## src/rtl/pix_buf_arb.sv

```systemverilog
// -----------------------------------------------------------------------------
// pix_buf_arb
//   Round-robin arbiter giving NUM_REQ pixel-processing stages (intensity
//   gradient, edge thinning, edge tracking, rectify/clip) shared access to a
//   single-port pixel buffer. The grant is registered; the memory port is
//   muxed combinationally from the granted requester. A granted requester may
//   hold the grant with `lock` for at most MAX_LOCK consecutive access cycles
//   while someone else is waiting.
//
//   Optional feature: define PIX_BUF_ARB_GNT_CNT_EN to build a saturating
//   16-bit count of access cycles on gnt_cnt; otherwise gnt_cnt is tied to 0.
//
// Ports
//   clk        sole clock, posedge
//   rst        synchronous active-high reset
//   req        per-requester access request
//   lock       per-requester burst hold (only used for the current owner)
//   req_addr   flattened addresses, requester i at [i*ADDR_W +: ADDR_W]
//   req_we     per-requester write enable
//   req_wdata  flattened write data, requester i at [i*DATA_W +: DATA_W]
//   gnt        registered one-hot grant
//   rd_valid   one-cycle pulse, read data for that requester is on rd_data
//   rd_data    shared read data (mem_rdata passed straight through)
//   mem_en     pixel buffer enable
//   mem_we     pixel buffer write enable
//   mem_addr   pixel buffer address
//   mem_wdata  pixel buffer write data
//   mem_rdata  pixel buffer read data, one cycle after the read
//   gnt_cnt    saturating access-cycle count (0 when the feature is off)
//
// State  | meaning
// -------+-----------------------------------------------
// S_IDLE | no grant outstanding, gnt == 0
// S_OWN  | exactly one requester holds the grant
// -----------------------------------------------------------------------------
module pix_buf_arb #(
    parameter int NUM_REQ  = 4,
    parameter int ADDR_W   = 16,
    parameter int DATA_W   = 8,
    parameter int MAX_LOCK = 16
) (
    input  logic                      clk,
    input  logic                      rst,
    input  logic [NUM_REQ-1:0]        req,
    input  logic [NUM_REQ-1:0]        lock,
    input  logic [NUM_REQ*ADDR_W-1:0] req_addr,
    input  logic [NUM_REQ-1:0]        req_we,
    input  logic [NUM_REQ*DATA_W-1:0] req_wdata,
    output logic [NUM_REQ-1:0]        gnt,
    output logic [NUM_REQ-1:0]        rd_valid,
    output logic [DATA_W-1:0]         rd_data,
    output logic                      mem_en,
    output logic                      mem_we,
    output logic [ADDR_W-1:0]         mem_addr,
    output logic [DATA_W-1:0]         mem_wdata,
    input  logic [DATA_W-1:0]         mem_rdata,
    output logic [15:0]               gnt_cnt
);

    localparam int IDX_W  = (NUM_REQ > 1) ? $clog2(NUM_REQ) : 1;
    localparam int LCNT_W = $clog2(MAX_LOCK + 1);

    typedef enum logic {
        S_IDLE = 1'b0,
        S_OWN  = 1'b1
    } state_t;

    state_t             state, state_nxt;
    logic [NUM_REQ-1:0] gnt_nxt;
    logic [NUM_REQ-1:0] win_onehot;
    logic [IDX_W-1:0]   rr_ptr, rr_ptr_nxt;
    logic [IDX_W-1:0]   owner;
    logic [IDX_W-1:0]   search_start;
    logic [IDX_W-1:0]   winner;
    logic [IDX_W-1:0]   idx;
    logic               win_found;
    logic               owner_req;
    logic               owner_lock;
    logic               acc;
    logic [LCNT_W-1:0]  lock_cnt, lock_cnt_nxt;

    function automatic logic [IDX_W-1:0] wrap_inc(input logic [IDX_W-1:0] i);
        if (i == IDX_W'(NUM_REQ - 1)) begin
            return '0;
        end
        return i + IDX_W'(1);
    endfunction

    // Owner index and its request/lock bits, decoded from the one-hot grant.
    always_comb begin
        owner      = '0;
        owner_req  = 1'b0;
        owner_lock = 1'b0;
        for (int i = 0; i < NUM_REQ; i++) begin
            if (gnt[i]) begin
                owner      = IDX_W'(i);
                owner_req  = req[i];
                owner_lock = lock[i];
            end
        end
    end

    assign acc = |(gnt & req);

    // Memory port: driven only in an access cycle, all zeros otherwise.
    always_comb begin
        mem_en    = 1'b0;
        mem_we    = 1'b0;
        mem_addr  = '0;
        mem_wdata = '0;
        for (int i = 0; i < NUM_REQ; i++) begin
            if (gnt[i] && req[i]) begin
                mem_en    = 1'b1;
                mem_we    = req_we[i];
                mem_addr  = req_addr[i*ADDR_W +: ADDR_W];
                mem_wdata = req_wdata[i*DATA_W +: DATA_W];
            end
        end
    end

    // Round-robin search. From IDLE it starts at rr_ptr; from OWN it starts
    // just past the owner, so the owner is the last candidate considered.
    always_comb begin
        search_start = (state == S_IDLE) ? rr_ptr : wrap_inc(owner);
        win_found    = 1'b0;
        winner       = '0;
        idx          = search_start;
        for (int k = 0; k < NUM_REQ; k++) begin
            if (!win_found && req[idx]) begin
                win_found = 1'b1;
                winner    = idx;
            end
            idx = wrap_inc(idx);
        end
        win_onehot = NUM_REQ'(1) << winner;
    end

    always_comb begin
        state_nxt    = state;
        gnt_nxt      = gnt;
        rr_ptr_nxt   = rr_ptr;
        lock_cnt_nxt = lock_cnt;
        case (state)
            S_IDLE: begin
                if (win_found) begin
                    state_nxt    = S_OWN;
                    gnt_nxt      = win_onehot;
                    rr_ptr_nxt   = wrap_inc(winner);
                    lock_cnt_nxt = '0;
                end
            end
            S_OWN: begin
                if (owner_req && owner_lock && (lock_cnt < LCNT_W'(MAX_LOCK - 1))) begin
                    lock_cnt_nxt = lock_cnt + LCNT_W'(1);
                end else begin
                    // Lock expired or released: re-arbitrate. A lone owner
                    // wins again, which restarts its lock window.
                    lock_cnt_nxt = '0;
                    if (win_found) begin
                        gnt_nxt    = win_onehot;
                        rr_ptr_nxt = wrap_inc(winner);
                    end else begin
                        state_nxt = S_IDLE;
                        gnt_nxt   = '0;
                    end
                end
            end
            default: begin
                state_nxt    = S_IDLE;
                gnt_nxt      = '0;
                lock_cnt_nxt = '0;
            end
        endcase
    end

    always_ff @(posedge clk) begin
        if (rst) begin
            state    <= S_IDLE;
            gnt      <= '0;
            rr_ptr   <= '0;
            lock_cnt <= '0;
            rd_valid <= '0;
        end else begin
            state    <= state_nxt;
            gnt      <= gnt_nxt;
            rr_ptr   <= rr_ptr_nxt;
            lock_cnt <= lock_cnt_nxt;
            rd_valid <= gnt & req & ~req_we;
        end
    end

    assign rd_data = mem_rdata;

`ifdef PIX_BUF_ARB_GNT_CNT_EN
    always_ff @(posedge clk) begin
        if (rst) begin
            gnt_cnt <= '0;
        end else if (acc && (gnt_cnt != 16'hFFFF)) begin
            gnt_cnt <= gnt_cnt + 16'd1;
        end
    end
`else
    assign gnt_cnt = '0;
`endif

endmodule

```

## config.mk

```make
export PLATFORM = sky130hd
export DESIGN_NAME = pix_buf_arb
export DESIGN_NICKNAME = d
export VERILOG_FILES = /design/src/rtl/pix_buf_arb.sv
export SDC_FILE = /design/constraint.sdc
export NUM_CORES = 1
export LEC_CHECK = 0
export CAP_MARGIN = 40
export CELL_PAD_IN_SITES_DETAIL_PLACEMENT = 2
export CELL_PAD_IN_SITES_GLOBAL_PLACEMENT = 2
export CORE_ASPECT_RATIO = 0.75
export CORE_MARGIN = 4
export CORE_UTILIZATION = 14
export DETAILED_ROUTE_END_ITERATION = 12
export PLACE_DENSITY = 0.82
export REMOVE_ABC_BUFFERS = 1
export SYNTH_ARGS = -nofsm -noshare
export SYNTH_HDL_FRONTEND = slang
export SYNTH_SLANG_ARGS = --single-unit
```

## constraint.sdc

```tcl
create_clock -name clk -period 2.25 [get_ports clk]
set_input_delay 0.45 -clock clk [delete_from_list [all_inputs] [get_ports clk]]
set_output_delay 0.45 -clock clk [all_outputs]
set_load 0.05 [all_outputs]
```

==> results of run 1 <==
==> cell type report <==
class,count,share of cell area
timing repair buffer,188,0.528
multi-input combinational,210,0.319
sequential,16,0.0794
tap,166,0.0497
clock buffer,4,0.0213
inverter,3,0.00270
==> layer usage <==
layer  share of wire  track usage
met3           0.067       0.0373
met4           0.012       0.0223
met2            0.52        0.280
met1            0.40        0.176
met5               0            0
==> cells in the mapped netlist (all sizes together) (2+ instances only) <==
cell type,instances,share of area
and3,2,0.0076
inv,3,0.0062
a21oi,10,0.030
a31oi,2,0.0069
or4,2,0.010
nor2b,2,0.0069
clkbuf,13,0.027
dfxtp,16,0.18
nor2,8,0.017
a221o,26,0.14
nand4,6,0.021
buf,32,0.13
a211oi,2,0.011
o21ai,59,0.16
nand2,34,0.070
nand3,8,0.022
and2,5,0.018
ha,5,0.035
nor3,6,0.017
==> sequential cells by signal, indices dropped and copies added, names as in the netlist <==
signal,flops
lock_cnt,5
rd_valid,4
rr_ptr,2
gnt,4
state,1
==> through the flow <==
stage	hold WS (ps)	instance area (µm²)	setup slack (ps)	util
floorplan	436	1590	-1460	-
global placement	455	3860	-386	0.310
detailed placement	475	3860	-504	0.310
CTS	506	4180	-47.7	0.335
global route	535	4180	-81.0	0.335
finish	503	4180	1.09	0.335
==> power breakdown <==
group / internal, µW / switching [µW] / total [µW] / leakage [µW]
sequential: 304 / 18.2 / 322 / 0.000133
clock: 271 / 127 / 398 / 0.0000442
combinational: 702 / 705 / 1410 / 0.00144
total: 1280 / 850 / 2130 / 0.00161
==> worst min-delay path, stage by stage, from the launching register on <==
cell and delay, ps:
dfxtp_1 330, nand2_1 60, a21oi_1 60
==> how the worst max path moves through the flow <==
stage | endpoint | cells past startpoint | startpoint
floorplan | mem_addr[0] | 5 | gnt[1]$_SDFFE_PP0P_
global placement | mem_addr[7] | 10 | req[1]
detailed placement | mem_addr[0] | 10 | req[1]
CTS | mem_addr[11] | 9 | gnt[1]$_SDFFE_PP0P_
global route | mem_wdata[3] | 9 | gnt[1]$_SDFFE_PP0P_
finish | mem_addr[0] | 9 | gnt[1]$_SDFFE_PP0P_
==> logic make-up after synthesis <==
family	after synthesis	synth area share
compound gates	108	0.398
fa+ha+maj	5	0.0345
buf+inv	48	0.161
flops	16	0.177
other cells	1	0.00207
simple gates	81	0.227
==> repair_timing <==
item / 4_1_cts / 5_1_grt
setup endpoints to repair: 27 / 24
setup buffers: 11 / 0
gates cloned: 5 / 0
pin swaps: 24 / 6
hold buffers: 0 / 0
resized for setup: 75 / 13
==> impl_metrics.yaml, run 1 <==
yosys:
  yosysSeqAreaShare: 0.177
  synth.distinct_cells: 46
  syn_inst: 259
  ys.flop_type: "dfxtp_1"
  async_reset_ff_frac: 0
  synth_area_um2: 1810
  syn_avg_cell_area_um2: 7.00
  synth_edf_count: 0
  ys_seq_elements: 16
  yosysWarnings: 0
routing:
  routed_wl_um: 11600
  wl_per_cell_um: 19.8
  drc: 0
  drt-initial-drc-count: 73
  firstDrtPassIters: 4
  vias: 2694
  ant_nets: 0
  routed_via_density: 4.59
cts:
  clk_pin_slew_ps: 60
  clockBufferDepth: 2
  cts_tree: "yes"
  worstSkewPairLatency_ps: 250
  cts_max_level: 1
  cts_buffers: 3
  cts_num_sinks: 16
  cts_root_buffer: "clkbuf_16"
worst_setup_path:
  crit_fanout: 9
  endpoint_kind: "output port"
  worstPathArrival_ps: 1800
  reg2regPathDepth: 8
  r2r_end: "lock_cnt[4]$_SDFFE_PP0P_"
  max_stage_delay_ps: 340
  path_cells: "and2_4 -> nor2_4 -> buf_12 -> buf_12 -> a221o_1 -> o21ai_2 -> o21ai_1 -> buf_4 -> buf_12"
  reg2reg_from: "gnt[1]$_SDFFE_PP0P_"
  r2r_slack_ps: 80
  crit_slowest_cell: "dfxtp_4"
  crit_path_start_kind: "flop"
  cp_common_cell: "buf_12"
  cp.required_ps: 1800
  cp_num_buf_inv: 4
  critPathKind: "reg2out"
  crit_family: "buffers and inverters"
global_route:
  grt_first_pass_wirelength_um: 17700
  grt_pass1_vias: 2951
  track_usage: 0.150
  antenna_found_initial: 0
  grt_max_degree: 29
  grt.overflow.total: 0
timing:
  max_slew_margin: 0.566
  hold_viol_final: 0
  rsz0062_at_grt: "yes"
  setup_viol: 0
  fmax_ghz: 0.445
  period_needed_ps: 2250
  tns_ps: 0
  worst_pin_slew_ps: 646
  skew_ps: 4.66
  post-route-period-util: 1.00
  drv_slew: 0
floorplan:
  fp.dieH_um: 107
  fp.dieArea_um2: 14800
  start_util: 0.145
  core_um2: 12500
  row_count: 35
  io_pins: 176
  die_x_um: 139
cells_and_area:
  multi_input_area_um2: 1330
  seq_area_um2: 332
  layout_commonest_cell: "clkdlybuf4s50_1"
  area_delta_synth_final_pct: 131
  antennaDiodeCount: 0
  n_fill_cell: 1400
  layout.nets: 545
  drive_gt1_frac: 0.257
  final_cell_mix: "clkdlybuf4s50_1, buf_12, nand2_1, buf_4, a221o_1"
  finalNonFillerCells: 587
power:
  p_per_area_nw_per_um2: 509
  p_leak_uw: 0.00161
  ir_worst_vdd_v: 0.000189
  power.total_uw: 2130
run_status:
  status: "completed"
placed_design:
  placed_cells: 578
  place_hpwl_um: 8960
  io_buffers: 143
  gp_congestion: 0.778
min_path:
  hold_class: "reg2reg"
  hold_end: "lock_cnt[4]$_SDFFE_PP0P_"
  worstHoldStart: "lock_cnt[4]$_SDFFE_PP0P_"
  whs_path_depth: 2
run:
  maxCapViolCount: 0
No activity file was read; power rests on OpenSTA's default activity.
==> run 2: changes to the inputs <==
--- a/config.mk
+++ b/config.mk
@@ -12,8 +12,7 @@
 export CORE_MARGIN = 4
 export CORE_UTILIZATION = 14
 export DETAILED_ROUTE_END_ITERATION = 12
-export PLACE_DENSITY = 0.82
-export REMOVE_ABC_BUFFERS = 1
+export PLACE_DENSITY = 0.91
 export SYNTH_ARGS = -nofsm -noshare
 export SYNTH_HDL_FRONTEND = slang
 export SYNTH_SLANG_ARGS = --single-unit
==> impl_metrics.yaml, run 2 (synthesis gave the netlist of run 1 again) <==
global_route:
  grt_max_degree: 27
  grt_pass1_vias: 2947
  antenna_found_initial: 0
  grt_first_pass_wirelength_um: 17900
  track_usage: 0.156
  grt.overflow.total: 0
power:
  p_int_uw: 1230
  p_sw_frac: 0.419
  clockPowerShare: 0.163
  power.net_switching_uw: 888
  p_leak_uw: 0.00156
  power_frac_seq: 0.153
  comb_power_share: 0.684
  ir_worst_vdd_v: 0.000195
  p_per_area_nw_per_um2: 499
run:
  maxCapViolCount: 0
worst_setup_path:
  cp_common_cell: "buf_12"
  crit_path_start_kind: "input pin"
  crit_slowest_cell: "a221o_1"
  crit_fanout: 6
  r2r_slack_ps: 170
  endpoint: "mem_wdata[2]"
  r2r_end: "rr_ptr[1]$_SDFFE_PP0P_"
  worstPathArrival_ps: 1740
  critPathKind: "in2out"
  reg2reg_from: "gnt[1]$_SDFFE_PP0P_"
  endpoint_kind: "output port"
  cp-startpoint: "req[1]"
  cp.required_ps: 1800
  path_cells: "clkdlybuf4s15_2 -> and2_4 -> nor2_4 -> buf_12 -> buf_16 -> a221o_1 -> o21ai_2 -> o21ai_4 -> buf_12"
  max_stage_delay_ps: 340
  reg2regPathDepth: 9
min_path:
  hold_class: "reg2reg"
cts:
  worstSkewPairLatency_ps: 250
  clockBufferDepth: 2
  cts_root_buffer: "clkbuf_16"
  cts_num_sinks: 16
  holdBufCountCts: 0
  cts_tree: "yes"
  cts_max_level: 1
  cts_buffers: 3
  clk_pin_slew_ps: 50
timing:
  post-route-period-util: 0.975
  fmax_ghz: 0.456
  setup_viol: 0
  setup_ws_ps: 55.3
  worst_pin_slew_ps: 648
  max_slew_margin: 0.567
  hold_viol_final: 0
  skew_ps: 2.36
  rsz0062_at_grt: "yes"
  period_needed_ps: 2190
  drv_slew: 0
floorplan:
  fp.dieArea_um2: 14800
  row_count: 35
  start_util: 0.145
  fp.dieH_um: 107
  io_pins: 176
  core_um2: 12500
  die_x_um: 139
cells_and_area:
  antennaDiodeCount: 0
  layout_commonest_cell: "clkdlybuf4s50_1"
  largest_reg_flops: 5
  design_area_um2: 4250
  drive_gt1_frac: 0.313
  final_cell_mix: "clkdlybuf4s50_1, nand2_1, buf_12, o21ai_2, a221o_1"
  area_delta_synth_final_pct: 135
  top_register: "lock_cnt"
  top_regs: "lock_cnt: 5 flops, gnt: 4 flops, rd_valid: 4 flops"
  layout.nets: 531
routing:
  routed_wl_um: 12000
  firstDrtPassIters: 4
  wl_per_cell_um: 21.0
  ant_nets: 0
  drt-initial-drc-count: 65
  routed_via_density: 4.64
  vias: 2654
  drc: 0
placed_design:
  placed_cell_area_um2: 3960
  place_ws_ps: -417
  gp_congestion: 0.856
  io_buffers: 143
  place_hpwl_um: 9480
run_status:
  status: "completed"
[run 2: cell types whose count changed in the layout (fill, tap and decap cells not counted), moves of 3 or more]
cell     change
o21ai_2     +13
o21ai_0     -10
buf_2        -3
o21ai_1     -23
buf_4        -7
buf_12       -5
o21ai_4     +20
[run 2: worst max-delay path, delay by kind of cell]
kind / cells / cell delay (ps)
compound gates: 3 / 500
buf+inv: 4 / 590
simple gates: 2 / 210
[run 2: final cells by class]
class / instances / area (µm²)
flip-flops and latches: 16 / 327
inverters: 3 / 11.3
well taps: 166 / 208
repair buffers: 173 / 2010
fillers: 1408 / 8230
multi-input cells: 211 / 1620
clock buffers: 3 / 75.1
[run 2: power by group through the flow]
stage                     combinational, µW  clock (µW)  sequential (µW)
after global routing                   1520         369              329
final                                  1450         346              325
after CTS                              1450         359              325
after global placement                 1320           0              329
after detailed placement               1360           0              332
after floorplan                         712           0              357
[run 2: through the flow]
stage               power [µW]   util  hold slack, ps  setup TNS (ps)  instances
floorplan                 1070      -             440               0        274
global placement          1650  0.317             455           -8740        562
detailed placement        1700  0.317             512          -10420        562
CTS                       2140  0.339             520               0        573
global route              2220  0.341             567           -4.56        572
finish                    2120  0.341             514               0        572
[run 2: timing repair]
action,CTS,global route
pin swaps,9,6
setup endpoints to repair,26,19
gates cloned,3,0
gates resized for setup,61,9
setup buffers,5,0
[run 2: worst min-delay path by stage]
stage / startpoint / endpoint / slack, ps / cells after the start
after floorplan: lock_cnt[4]$_SDFFE_PP0P_ / lock_cnt[4]$_SDFFE_PP0P_ / 440 / 2
after global placement: lock_cnt[4]$_SDFFE_PP0P_ / lock_cnt[4]$_SDFFE_PP0P_ / 460 / 2
after global routing: lock_cnt[4]$_SDFFE_PP0P_ / lock_cnt[4]$_SDFFE_PP0P_ / 570 / 2
after detailed placement: lock_cnt[4]$_SDFFE_PP0P_ / lock_cnt[4]$_SDFFE_PP0P_ / 510 / 2
after CTS: lock_cnt[4]$_SDFFE_PP0P_ / lock_cnt[4]$_SDFFE_PP0P_ / 520 / 2
final: lock_cnt[4]$_SDFFE_PP0P_ / lock_cnt[4]$_SDFFE_PP0P_ / 510 / 2
[run 2: per-layer routing]
| layer | part of all wire | wire length (µm) | vias up | track usage |
|---|---|---|---|---|
| met4 | 0.019 | 233 | 0 | 0.0363 |
| met2 | 0.53 | 6390 | 98 | 0.292 |
| met5 | 0 | 0 | - | 0 |
| li1 | - | - | 1234 | - |
| met3 | 0.049 | 588 | 18 | 0.0306 |
| met1 | 0.40 | 4820 | 1304 | 0.182 |
